**src/rtl/fb_fetch_ctrl.sv**
```systemverilog
// Framebuffer fetch controller: paces RP2040 next-pixel strobes after a frame-pointer
// reset, buffers returned gray nibbles in a small FIFO and serves one pixel per pix_req.
module fb_fetch_ctrl #(
    parameter int unsigned FIFO_DEPTH   = 4,
    parameter int unsigned STROBE_HIGH  = 2,
    parameter int unsigned STROBE_LOW   = 2,
    parameter int unsigned RST_CYCLES   = 4,
    parameter int unsigned FRAME_PIXELS = 76800
) (
    input  logic                        clk,
    input  logic                        rst_n,
    input  logic                        enable,
    input  logic                        frame_start,
    input  logic                        pix_req,
    input  logic [3:0]                  frame_pixel_in,
    output logic                        frame_next_pixel_out,
    output logic                        frame_reset_out,
    output logic [3:0]                  gray_out,
    output logic [$clog2(FIFO_DEPTH):0] fifo_level,
    output logic                        underflow
);

    localparam int unsigned PTR_W  = $clog2(FIFO_DEPTH);
    localparam int unsigned LVL_W  = PTR_W + 1;
    localparam int unsigned CNT_W  = $clog2(FRAME_PIXELS + 1);
    localparam int unsigned PH_MAX = (RST_CYCLES > STROBE_HIGH)
                                     ? ((RST_CYCLES > STROBE_LOW) ? RST_CYCLES : STROBE_LOW)
                                     : ((STROBE_HIGH > STROBE_LOW) ? STROBE_HIGH : STROBE_LOW);
    localparam int unsigned PH_W   = $clog2(PH_MAX + 1);

    typedef enum logic [2:0] {
        S_IDLE      = 3'd0,
        S_RST_PULSE = 3'd1,
        S_WAIT      = 3'd2,
        S_STROBE_HI = 3'd3,
        S_STROBE_LO = 3'd4
    } state_e;

    state_e             state_q, state_d;
    logic [PH_W-1:0]    phase_q, phase_d;
    logic [CNT_W-1:0]   cnt_q, cnt_d;
    logic               strobe_q, strobe_d;
    logic               rst_out_q, rst_out_d;

    logic [3:0]         mem_q [FIFO_DEPTH];
    logic [3:0]         mem_d [FIFO_DEPTH];
    logic [PTR_W-1:0]   wr_ptr_q, wr_ptr_d;
    logic [PTR_W-1:0]   rd_ptr_q, rd_ptr_d;
    logic [LVL_W-1:0]   level_q, level_d;
    logic [3:0]         gray_q, gray_d;
    logic               under_q, under_d;

    logic               push_c;
    logic               pop_c;

    // Sample lands on the last STROBE_LO cycle unless a frame restart aborts it.
    assign push_c = (state_q == S_STROBE_LO) && (phase_q == PH_W'(STROBE_LOW - 1)) && !frame_start;
    assign pop_c  = pix_req && !frame_start && (level_q != '0);

    always_comb begin : fifo_next
        mem_d    = mem_q;
        wr_ptr_d = wr_ptr_q;
        rd_ptr_d = rd_ptr_q;
        level_d  = level_q;
        gray_d   = gray_q;
        under_d  = under_q;
        if (frame_start) begin
            wr_ptr_d = '0;
            rd_ptr_d = '0;
            level_d  = '0;
            under_d  = 1'b0;
        end else begin
            if (push_c) begin
                mem_d[wr_ptr_q] = frame_pixel_in;
                wr_ptr_d        = wr_ptr_q + PTR_W'(1);
            end
            // An empty FIFO reports underflow even if a push lands this same cycle.
            if (pix_req) begin
                if (level_q != '0) begin
                    gray_d   = mem_q[rd_ptr_q];
                    rd_ptr_d = rd_ptr_q + PTR_W'(1);
                end else begin
                    gray_d  = 4'h0;
                    under_d = 1'b1;
                end
            end
            level_d = level_q + LVL_W'(push_c) - LVL_W'(pop_c);
        end
    end

    always_comb begin : fsm_next
        state_d   = state_q;
        phase_d   = phase_q;
        cnt_d     = cnt_q;
        strobe_d  = 1'b0;
        rst_out_d = 1'b0;
        case (state_q)
            S_IDLE: begin
                state_d = S_IDLE;
            end
            S_RST_PULSE: begin
                if (phase_q == PH_W'(RST_CYCLES - 1)) begin
                    state_d = S_WAIT;
                    phase_d = '0;
                end else begin
                    phase_d = phase_q + PH_W'(1);
                end
            end
            S_WAIT: begin
                if (cnt_q >= CNT_W'(FRAME_PIXELS)) begin
                    state_d = S_IDLE;
                end else if (enable && (level_q < LVL_W'(FIFO_DEPTH))) begin
                    state_d = S_STROBE_HI;
                    phase_d = '0;
                end
            end
            S_STROBE_HI: begin
                if (phase_q == PH_W'(STROBE_HIGH - 1)) begin
                    state_d = S_STROBE_LO;
                    phase_d = '0;
                end else begin
                    phase_d = phase_q + PH_W'(1);
                end
            end
            S_STROBE_LO: begin
                if (phase_q == PH_W'(STROBE_LOW - 1)) begin
                    cnt_d   = cnt_q + CNT_W'(1);
                    phase_d = '0;
                    // Back-to-back fetch judged on the post-push level and count.
                    if (enable && (level_d < LVL_W'(FIFO_DEPTH)) && (cnt_d < CNT_W'(FRAME_PIXELS))) begin
                        state_d = S_STROBE_HI;
                    end else begin
                        state_d = S_WAIT;
                    end
                end else begin
                    phase_d = phase_q + PH_W'(1);
                end
            end
            default: begin
                state_d = S_IDLE;
                phase_d = '0;
            end
        endcase
        if (frame_start) begin
            state_d = S_RST_PULSE;
            phase_d = '0;
            cnt_d   = '0;
        end
        strobe_d  = (state_d == S_STROBE_HI);
        rst_out_d = (state_d == S_RST_PULSE);
    end

    always_ff @(posedge clk or negedge rst_n) begin : regs
        if (!rst_n) begin
            state_q   <= S_IDLE;
            phase_q   <= '0;
            cnt_q     <= '0;
            strobe_q  <= 1'b0;
            rst_out_q <= 1'b0;
            mem_q     <= '{default: '0};
            wr_ptr_q  <= '0;
            rd_ptr_q  <= '0;
            level_q   <= '0;
            gray_q    <= 4'h0;
            under_q   <= 1'b0;
        end else begin
            state_q   <= state_d;
            phase_q   <= phase_d;
            cnt_q     <= cnt_d;
            strobe_q  <= strobe_d;
            rst_out_q <= rst_out_d;
            mem_q     <= mem_d;
            wr_ptr_q  <= wr_ptr_d;
            rd_ptr_q  <= rd_ptr_d;
            level_q   <= level_d;
            gray_q    <= gray_d;
            under_q   <= under_d;
        end
    end

    assign frame_next_pixel_out = strobe_q;
    assign frame_reset_out      = rst_out_q;
    assign gray_out             = gray_q;
    assign fifo_level           = level_q;
    assign underflow            = under_q;

endmodule
```
**config.mk**
```make
export PLATFORM = sky130hd
export DESIGN_NAME = fb_fetch_ctrl
export DESIGN_NICKNAME = d
export VERILOG_FILES = /design/src/rtl/fb_fetch_ctrl.sv
export SDC_FILE = /design/constraint.sdc
export NUM_CORES = 1
export LEC_CHECK = 0
export ABC_AREA = 1
export CAP_MARGIN = 0
export CORE_AREA = 5 5 77 79
export DETAILED_ROUTE_END_ITERATION = 10
export DIE_AREA = 0 0 82 84
export DONT_BUFFER_PORTS = 1
export GPL_TIMING_DRIVEN = 0
export PLACE_DENSITY = 0.78
export SLEW_MARGIN = 20
export SYNTH_ARGS = -nofsm -noshare
export SYNTH_HDL_FRONTEND = slang
export SYNTH_SLANG_ARGS = --single-unit
export TNS_END_PERCENT = 1
```
**constraint.sdc**
```tcl
create_clock -name clk -period 2.93 [get_ports clk]
set_clock_uncertainty 0.15 [all_clocks]
set_input_delay 0.293 -clock clk [delete_from_list [all_inputs] [get_ports clk]]
set_output_delay 0.293 -clock clk [all_outputs]
set_load 0.02 [all_outputs]
```
Word-level counts from Yosys, hierarchy flattened. Index checks and enable logic that the tools add are counted. Widths: inputs -> output; s select.

Bits in registers: 53. Input port bits: 9. Output and inout bits: 10.

Add/sub/neg operators: 6. Magnitude comparators: 7. Eq/ne operators: 12. Mux-type cells: 33. Bitwise logic cells: 3. Reductions and logical operators: 23.

Operators with widths (number): $mux 17 (3); $mux 3 (12); $pmux 3 s4 (2); $add 17x1->17 const B (1); $ge 17x17->1 const B (1); $lt 17x17->1 const B (1); $bwmux 16 (1); $mux 4 (4); $eq 3x2->1 const B (4); $mux 2 (5); $reduce_and 2->1 (5); $reduce_bool 2->1 (5); $eq 3x1->1 const B (3); $bmux 4 s2 (1); $demux 4 s2 (1); $logic_and 1x1->1 (8); $ge 3x3->1 const B (2); $lt 3x3->1 const B (2); $ne 3x3->1 const B (2); $not 2->3 (2); $add 2x1->2 const B (2); $mux 1 (4); $ne 2x2->1 const B (2); $add 3x1->3 (1); 10 further kinds (10).

Longest topological paths before layout. Gate-level depths: netlist (run 1).

Depth after elaboration: 14. Depth in mapped cells: 21. Depth with buffers taken out: 21.

Worst setup path after synthesis (run 1). OpenSTA, ideal clock, no wires.

Path kind: register -> register. Start: reg phase_q[1]. End: reg strobe_q (netlist: frame_next_pixel_out). Library setup time: 113 ps. Data arrival time: 2782 ps. Data required time: 2667 ps. Slack: -115 ps. Stages on the path, launching flop included: 22. Buffers on the path: 0. Path through: dfrtp_1 > inv_1 > ha_1 > inv_1 > nor2_1 > inv_1 > nor2_4 > inv_2 > nor2_8 > inv_1 > ha_1 > inv_1 > ha_1 > inv_1 > fa_1 > and3_1 > nor3_1 > nor3_1 > nand3_2 > nand3_2 > nand2_1 > inv_1.

Word-level cells in the longest chain between the ends: 14. Elaborated cells between the ends (all ways): 17. Those cells by class: add/sub (2); order compare (1); eq/ne (3); mux (7); reduce/logical (4).

Ends and longest elaborated chain: start, declared (line 40) `logic [PH_W-1:0] phase_q, phase_d;`; start signal, assigned (line 168) `phase_q <= phase_d;`; $eq 3x1->1 (line 57) `assign push_c = (state_q == S_STROBE_LO) && (phase_q == PH_W'(STROBE_LOW - 1)) && !frame_start;`; $logic_and 1x1->1 (2 in series) (line 57); $add 3x1->3 (line 87) `level_d = level_q + LVL_W'(push_c) - LVL_W'(pop_c);`; $sub 3x1->3 (line 87); $mux 3 (line 67) `if (frame_start) begin`; via level_d[2] (line 49) `logic [LVL_W-1:0] level_q, level_d;`; $lt 3x3->1 (line 130) `if (enable && (level_d < LVL_W'(FIFO_DEPTH)) && (cnt_d < CNT_W'(FRAME_PIXELS))) begin`; $logic_and 1x1->1 (2 in series) (line 130); $mux 1 (line 130); $mux 3 (line 126) `if (phase_q == PH_W'(STROBE_LOW - 1)) begin`; $pmux 3 s4 (line 97) `case (state_q)`; $mux 3 (line 144) `if (frame_start) begin`; via state_d[0] (line 39) `state_e state_q, state_d;`; $eq 3x2->1 (line 149) `strobe_d = (state_d == S_STROBE_HI);`; via strobe_d (line 42) `logic strobe_q, strobe_d;`; end signal, assigned (line 170) `strobe_q <= strobe_d;`; end, declared (line 42).

The timed path passes the listed nets, and every way through them passes these cells. A chain may end at the register's enable or synchronous reset.

Worst setup path after layout (run 1).
Start: reg phase_q[1]. End: reg rst_out_q (netlist: frame_reset_out).

Word-level cells in the longest chain between the ends: 14. Elaborated cells between the ends (all ways): 17. Those cells by class: add/sub (2); order compare (1); eq/ne (3); mux (7); reduce/logical (4).

Ends and longest elaborated chain: $eq 3x1->1 (line 57); $logic_and 1x1->1 (2 in series) (line 57); $add 3x1->3 (line 87); $sub 3x1->3 (line 87); $mux 3 (line 67); via level_d[2] (line 49); $lt 3x3->1 (line 130); $logic_and 1x1->1 (2 in series) (line 130); $mux 1 (line 130); $mux 3 (line 126); $pmux 3 s4 (line 97); $mux 3 (line 144); via state_d[0] (line 39); $eq 3x1->1 (line 150) `rst_out_d = (state_d == S_RST_PULSE);`; via rst_out_d (line 43) `logic rst_out_q, rst_out_d;`; end signal, assigned (line 171) `rst_out_q <= rst_out_d;`; end, declared (line 43).

The timed path passes the listed nets, and every way through them passes these cells.

==> results of run 1 <==
[through the flow]
stage               hold WS (ps)  instance area, µm²  TNS (ps)  instances
floorplan                   -153                2870         0        362
global placement            -150                2960      -852        434
detailed placement          -150                2960     -1130        434
CTS                         28.2                3250     -9.11        453
global route                40.8                3290      -171        458
finish                      32.2                3290         0        458
[where the power goes]
group          leakage, nW  switching, W  internal, W  total (W)
Clock               0.0447      0.000259     0.000173   0.000433
Sequential           0.723      0.000105     0.000806   0.000911
Combinational        0.692      0.000312     0.000218   0.000530
[cell families after synthesis]
group                    after synthesis
adder cells (fa/ha/maj)               14
flip-flops                            53
buffers and inverters                 60
AND/OR/NAND/NOR                      161
XOR/XNOR                               1
AO/OA/AOI/OAI                         73
[timing repair]
item	CTS	global route
hold buffers	3	0
setup endpoints to repair	4	3
hold endpoints to repair	54	0
resized for setup	23	1
buffers inserted	8	5
pin swaps	11	9
[per-layer routing]
metal,share of wire (%),wire (µm),track usage [%],vias to the layer above
met5,0,0,0,-
met4,1.2,74,6.34,0
met3,3.1,195,3.67,8
met2,50,3170,32.8,40
met1,45,2860,26.3,1160
li1,-,-,-,1216
[sequential cells by signal, indices dropped and copies added (netlist names), 2 cells and up]
name	flops
mem_q	16
rd_ptr_q	2
state_q	3
fifo_level	3
gray_out	4
wr_ptr_q	2
phase_q	3
cnt_q	17
[cells in the final DEF, fill, tap and decap left out, types with 3 or more instances in the layout]
master	synthesis	routed
nand2_1	82	81
nor2_1	44	41
buf_4	0	13
clkbuf_8	1	6
inv_1	54	48
dfrtp_1	53	51
a21oi_1	10	9
nor2_2	3	4
ha_4	0	3
nor2_4	2	4
ha_1	13	10
inv_2	1	5
o22ai_1	11	11
nand2_2	3	4
nor3_1	8	6
nand3_1	12	12
a211oi_1	3	3
o21ai_0	43	43
[worst max-delay path: stages (launching register included)]
cell and delay, ps:
dfrtp_1 400, inv_2 90, ha_4 140, inv_2 40, nor2_4 100, inv_2 60, nor2_4 140, inv_4 70
nor2_8 90, inv_4 50, ha_4 200, inv_2 60, ha_4 120, inv_2 30, fa_2 340, and3_4 170
nor3_4 160, nor3_2 70, nand3_2 60, nand3_2 100, nand2_1 90, inv_1 40
[worst paths after layout]
kind	start	slack (ps)	end	depth (start not counted)
max	phase_q[1]	60	frame_reset_out	21
min reg2reg	mem_q[5]	340	mem_q[5]	2
max reg2reg	phase_q[1]	60	frame_reset_out	21
min	frame_pixel_in[0]	30	mem_q[0]	2
min in group asynchronous	rst_n	340	cnt_q[1]	2
max in group asynchronous	rst_n	2040	fifo_level[1]	2
[area by class of cell]
class                      count  area, µm²
fill                         460       1980
multi-input combinational    249       1390
sequential                    53       1330
inverter                      57        219
timing repair buffer          16        145
tap                           72       90.1
clock buffer                   5       68.8
clock inverter                 3       25.0
buffer                         3       21.3
==> results.json, run 1 <==
{
  "fmax_mhz": 348,
  "grt-ovfl-total": 0,
  "hold_path.class": "in2reg",
  "cellLeakagePower_nw": 1.46,
  "synth-compound-area-share_pct": 14.3,
  "yosysWarningCount": 0,
  "synth_area_leaders": "dfrtp_1, nand2_1, o21ai_0",
  "firstDrtPassIters": 4,
  "gp_congestion": 0.851,
  "synth_top_area_share_pct": 46.3,
  "antenna_left": 0,
  "fin_ws_ps": 60.1,
  "finalWirelength_mm": 6.30,
  "timing.final.crit_share_pct": 97.9,
  "seq_area_frac_synth_pct": 46.3,
  "grt_pass1_vias": 2397,
  "synth-seq-cells": 53,
  "grt_max_degree": 54,
  "start_kind": "flop",
  "yosys.area_share.simple_pct": 24.4,
  "max_slew_margin_pct": 68.0,
  "status": "finished, final reports clean",
  "final-setup-viol-count": 0,
  "synthAdderAreaFrac_pct": 6.38,
  "maxCapViolCount": 0,
  "synth_top_flop_cell": "dfrtp_1",
  "synth_edf_count": 0,
  "port_buffers": 0,
  "peakVddDrop_mv": 0.279,
  "syn-cell-area_um2": 2860,
  "diodes": 0,
  "drc": 0,
  "power_density_nw_per_um2": 570,
  "clock_latency_ps": 310,
  "drt_iter0_drc": 217,
  "clock_path_buffers": 2,
  "syn_avg_cell_area_um2": 7.90,
  "rsz0062_at_grt": "yes",
  "slew_violations": 0,
  "initial_core_util_pct": 54.3,
  "cp.arrival_ps": 2930,
  "die_h_um": 84,
  "antenna_found_initial": 0,
  "cp.required_ps": 2990,
  "viasPerCell": 5.29,
  "synth.most_common_cell": "nand2_1",
  "pin_count": 19,
  "synthesis.nets": 385,
  "num-nets-final": 408,
  "grt_pass1_wl_mm": 10.9,
  "dieArea_um2": 6890,
  "h-tree-depth": 2,
  "dp_worst_setup_slack_ps": -403,
  "cts_buffers": 5,
  "row_count": 27,
  "crit_fanout": 3,
  "fp.coreArea_um2": 5270,
  "tightestPinTransition_ps": 476,
  "hpwl_mm": 4.17,
  "report.final.hold_viol_count": 0,
  "synth_top_family_by_area": "simple AND/OR/NAND/NOR gates",
  "yosysUniqueCellTypes": 30,
  "yosys.area_share.xor_xnor_pct": 0.306,
  "critical_path_class": "reg2reg",
  "synthMuxAreaShare_pct": 0,
  "grt_usage_pct": 20.0,
  "die_w_um": 82,
  "final_layout_size_suffix_gt1_share_pct": 15.0,
  "ys_top_cells_by_count": "nand2_1, inv_1, dfrtp_1, nor2_1, o21ai_0",
  "period_minus_slack_ps": 2870,
  "fin_util_pct": 62.3,
  "wl_per_cell_um": 13.8,
  "synth-async-reset-ratio_pct": 100,
  "vias": 2424,
  "syn_inst": 362,
  "cts_tree": "yes",
  "endpoint_kind": "flop",
  "cts_sinks": 53,
  "area_delta_synth_final_pct": 14.8,
  "synth_largest_area_cell": "dfrtp_1",
  "root_buffer": "clkbuf_8",
  "clk_pin_slew_worst_paths_ps": 100,
  "power.total_w": 0.00187
}
No activity file was read; power rests on OpenSTA's default activity.
==> run 2: changes to the inputs <==
--- a/config.mk
+++ b/config.mk
@@ -13,6 +13,7 @@
 export DONT_BUFFER_PORTS = 1
 export GPL_TIMING_DRIVEN = 0
 export PLACE_DENSITY = 0.78
+export SETUP_SLACK_MARGIN = 0.15
 export SLEW_MARGIN = 20
 export SYNTH_ARGS = -nofsm -noshare
 export SYNTH_HDL_FRONTEND = slang
==> results.json, run 2 (synthesized netlist as in run 1, its figures left out) <==
{
  "clock_path_buffers": 2,
  "viasPerCell": 5.20,
  "root_buffer": "clkbuf_8",
  "power_density_nw_per_um2": 570,
  "grt_pass1_wl_mm": 10.7,
  "status": "finished, final reports clean",
  "num-nets-final": 405,
  "cts_tree": "yes",
  "initial_core_util_pct": 54.3,
  "start_kind": "flop",
  "layout_commonest_cell": "nand2_1",
  "multi_input_area_um2": 1390,
  "slew_violations": 0,
  "hold_slack_ps": 22.9,
  "peakVddDrop_mv": 0.455,
  "report.final.hold_viol_count": 0,
  "fin_area_um2": 3270,
  "vias": 2366,
  "drt_iter0_drc": 143,
  "maxCapViolCount": 0,
  "drc": 0,
  "grt_usage_pct": 19.8,
  "grt_pass1_vias": 2368,
  "row_count": 27,
  "port_buffers": 0,
  "fillers": 464,
  "final_layout_size_suffix_gt1_share_pct": 14.4,
  "hpwl_mm": 4.27,
  "cts_sinks": 53,
  "firstDrtPassIters": 4,
  "die_h_um": 84,
  "hp-start": "frame_pixel_in[3]",
  "grt_max_degree": 54,
  "rsz0062_at_grt": "yes",
  "area_delta_synth_final_pct": 14.4,
  "gp_congestion": 0.920,
  "largest_reg_flops": 17,
  "r2r_slack_ps": 130,
  "r2r_cells": 17,
  "cp.required_ps": 3000,
  "final-setup-viol-count": 0,
  "cellLeakagePower_nw": 1.45,
  "fp.coreArea_um2": 5270,
  "layout_common_cells": "nand2_1, dfrtp_1, inv_1",
  "crit_fanout": 4,
  "tightestPinTransition_ps": 556,
  "cts_buffers": 5,
  "top_register": "cnt_q",
  "hold_path.class": "in2reg",
  "critical_path_class": "reg2reg",
  "antenna_left": 0,
  "clock_latency_ps": 320,
  "r2r_end": "frame_reset_out",
  "finalWirelength_mm": 6.09,
  "wl_per_cell_um": 13.4,
  "min_to": "mem_q[3]",
  "timing.final.crit_share_pct": 95.5,
  "endpoint_kind": "flop",
  "diodes": 0,
  "place_area_um2": 3000,
  "h-tree-depth": 2,
  "pin_count": 19,
  "holdPathStages": 2,
  "seq_area_um2": 1330,
  "clk_pin_slew_worst_paths_ps": 110,
  "antenna_found_initial": 0,
  "fmax_mhz": 357,
  "r2r_start": "fifo_level[2]",
  "cp.arrival_ps": 2860,
  "period_minus_slack_ps": 2800,
  "die_w_um": 82,
  "max_slew_margin_pct": 62.9,
  "grt-ovfl-total": 0,
  "dieArea_um2": 6890
}
-- run 2: cell types whose count changed in the layout (fill, tap and decap cells not counted) --
cell,before,now
buf_4,13,10
clkinvlp_4,1,0
inv_4,2,1
inv_6,1,2
inv_8,0,1
nand2_1,81,82
nand2_2,4,3
nor2_1,41,40
nor2_4,4,5
-- run 2: repair_timing --
| action | in CTS | in global routing |
|---|---|---|
| setup buffers | 10 | 0 |
| pin swaps | 10 | 1 |
| endpoints found under the hold margin | 54 | 0 |
| setup endpoints to repair | 4 | 3 |
| gates resized for setup | 14 | 1 |
| cloned | 0 | 0 |
| hold buffers | 3 | 0 |
-- run 2: how the worst max path moves through the flow --
| stage | slack [ps] | end | depth (start not counted) | start |
|---|---|---|---|---|
| 6_report | 130 | frame_reset_out | 17 | fifo_level[2] |
| 5_1_grt | -20 | frame_reset_out | 21 | phase_q[1] |
| 4_1_cts | 130 | frame_reset_out | 21 | phase_q[1] |
| 3_5_place_dp | -320 | frame_reset_out | 21 | phase_q[1] |
| 3_3_place_gp | -220 | frame_next_pixel_out | 21 | phase_q[1] |
| 2_1_floorplan | 50 | frame_next_pixel_out | 21 | phase_q[1] |
-- run 2: final cells by class --
type	instances	area share (%)
multi-input combinational	249	42.5
sequential	53	40.6
inverter	57	6.76
timing repair buffer	13	3.74
tap	72	2.75
clock buffer	5	2.10
clock inverter	3	0.879
buffer	3	0.650
-- run 2: stage by stage --
| step | cells | power [W] | setup TNS [ps] | util (%) | worst slack (ps) |
|---|---|---|---|---|---|
| after global placement | 434 | 0.00128 | -589 | 56.9 | -224 |
| after CTS | 455 | 0.00187 | 0 | 62.1 | 127 |
| after floorplan | 362 | 0.00121 | 0 | - | 45.6 |
| after global routing | 455 | 0.00200 | -25.0 | 62.1 | -23.2 |
| after detailed placement | 434 | 0.00130 | -847 | 56.9 | -321 |
| final | 455 | 0.00187 | 0 | 62.1 | 132 |
-- run 2: worst max-delay path, stage by stage, from the launching register on --
cell and delay [ps]:
dfrtp_2 490, or2_4 290, nor2_4 100, nor2_2 50, inv_1 110, nor2_4 60, ha_4 230, inv_2 60
ha_4 120, inv_2 30, fa_2 340, and3_4 190, nor3_4 140, nor3_2 60, nand3_2 60, nand3_2 80
nand2_1 90, inv_1 40
-- run 2: per-layer routing --
metal  wire, µm  GRT usage (%)
met1       2690           25.6
met2       3050           32.0
met3        267           4.75
met4         85           6.95
met5          0              0
-- run 2: where the power goes --
group	internal (W)	switching, W	leakage [nW]
combinational	0.000212	0.000290	0.679
clock	0.000179	0.000273	0.0506
sequential	0.000806	0.000106	0.723
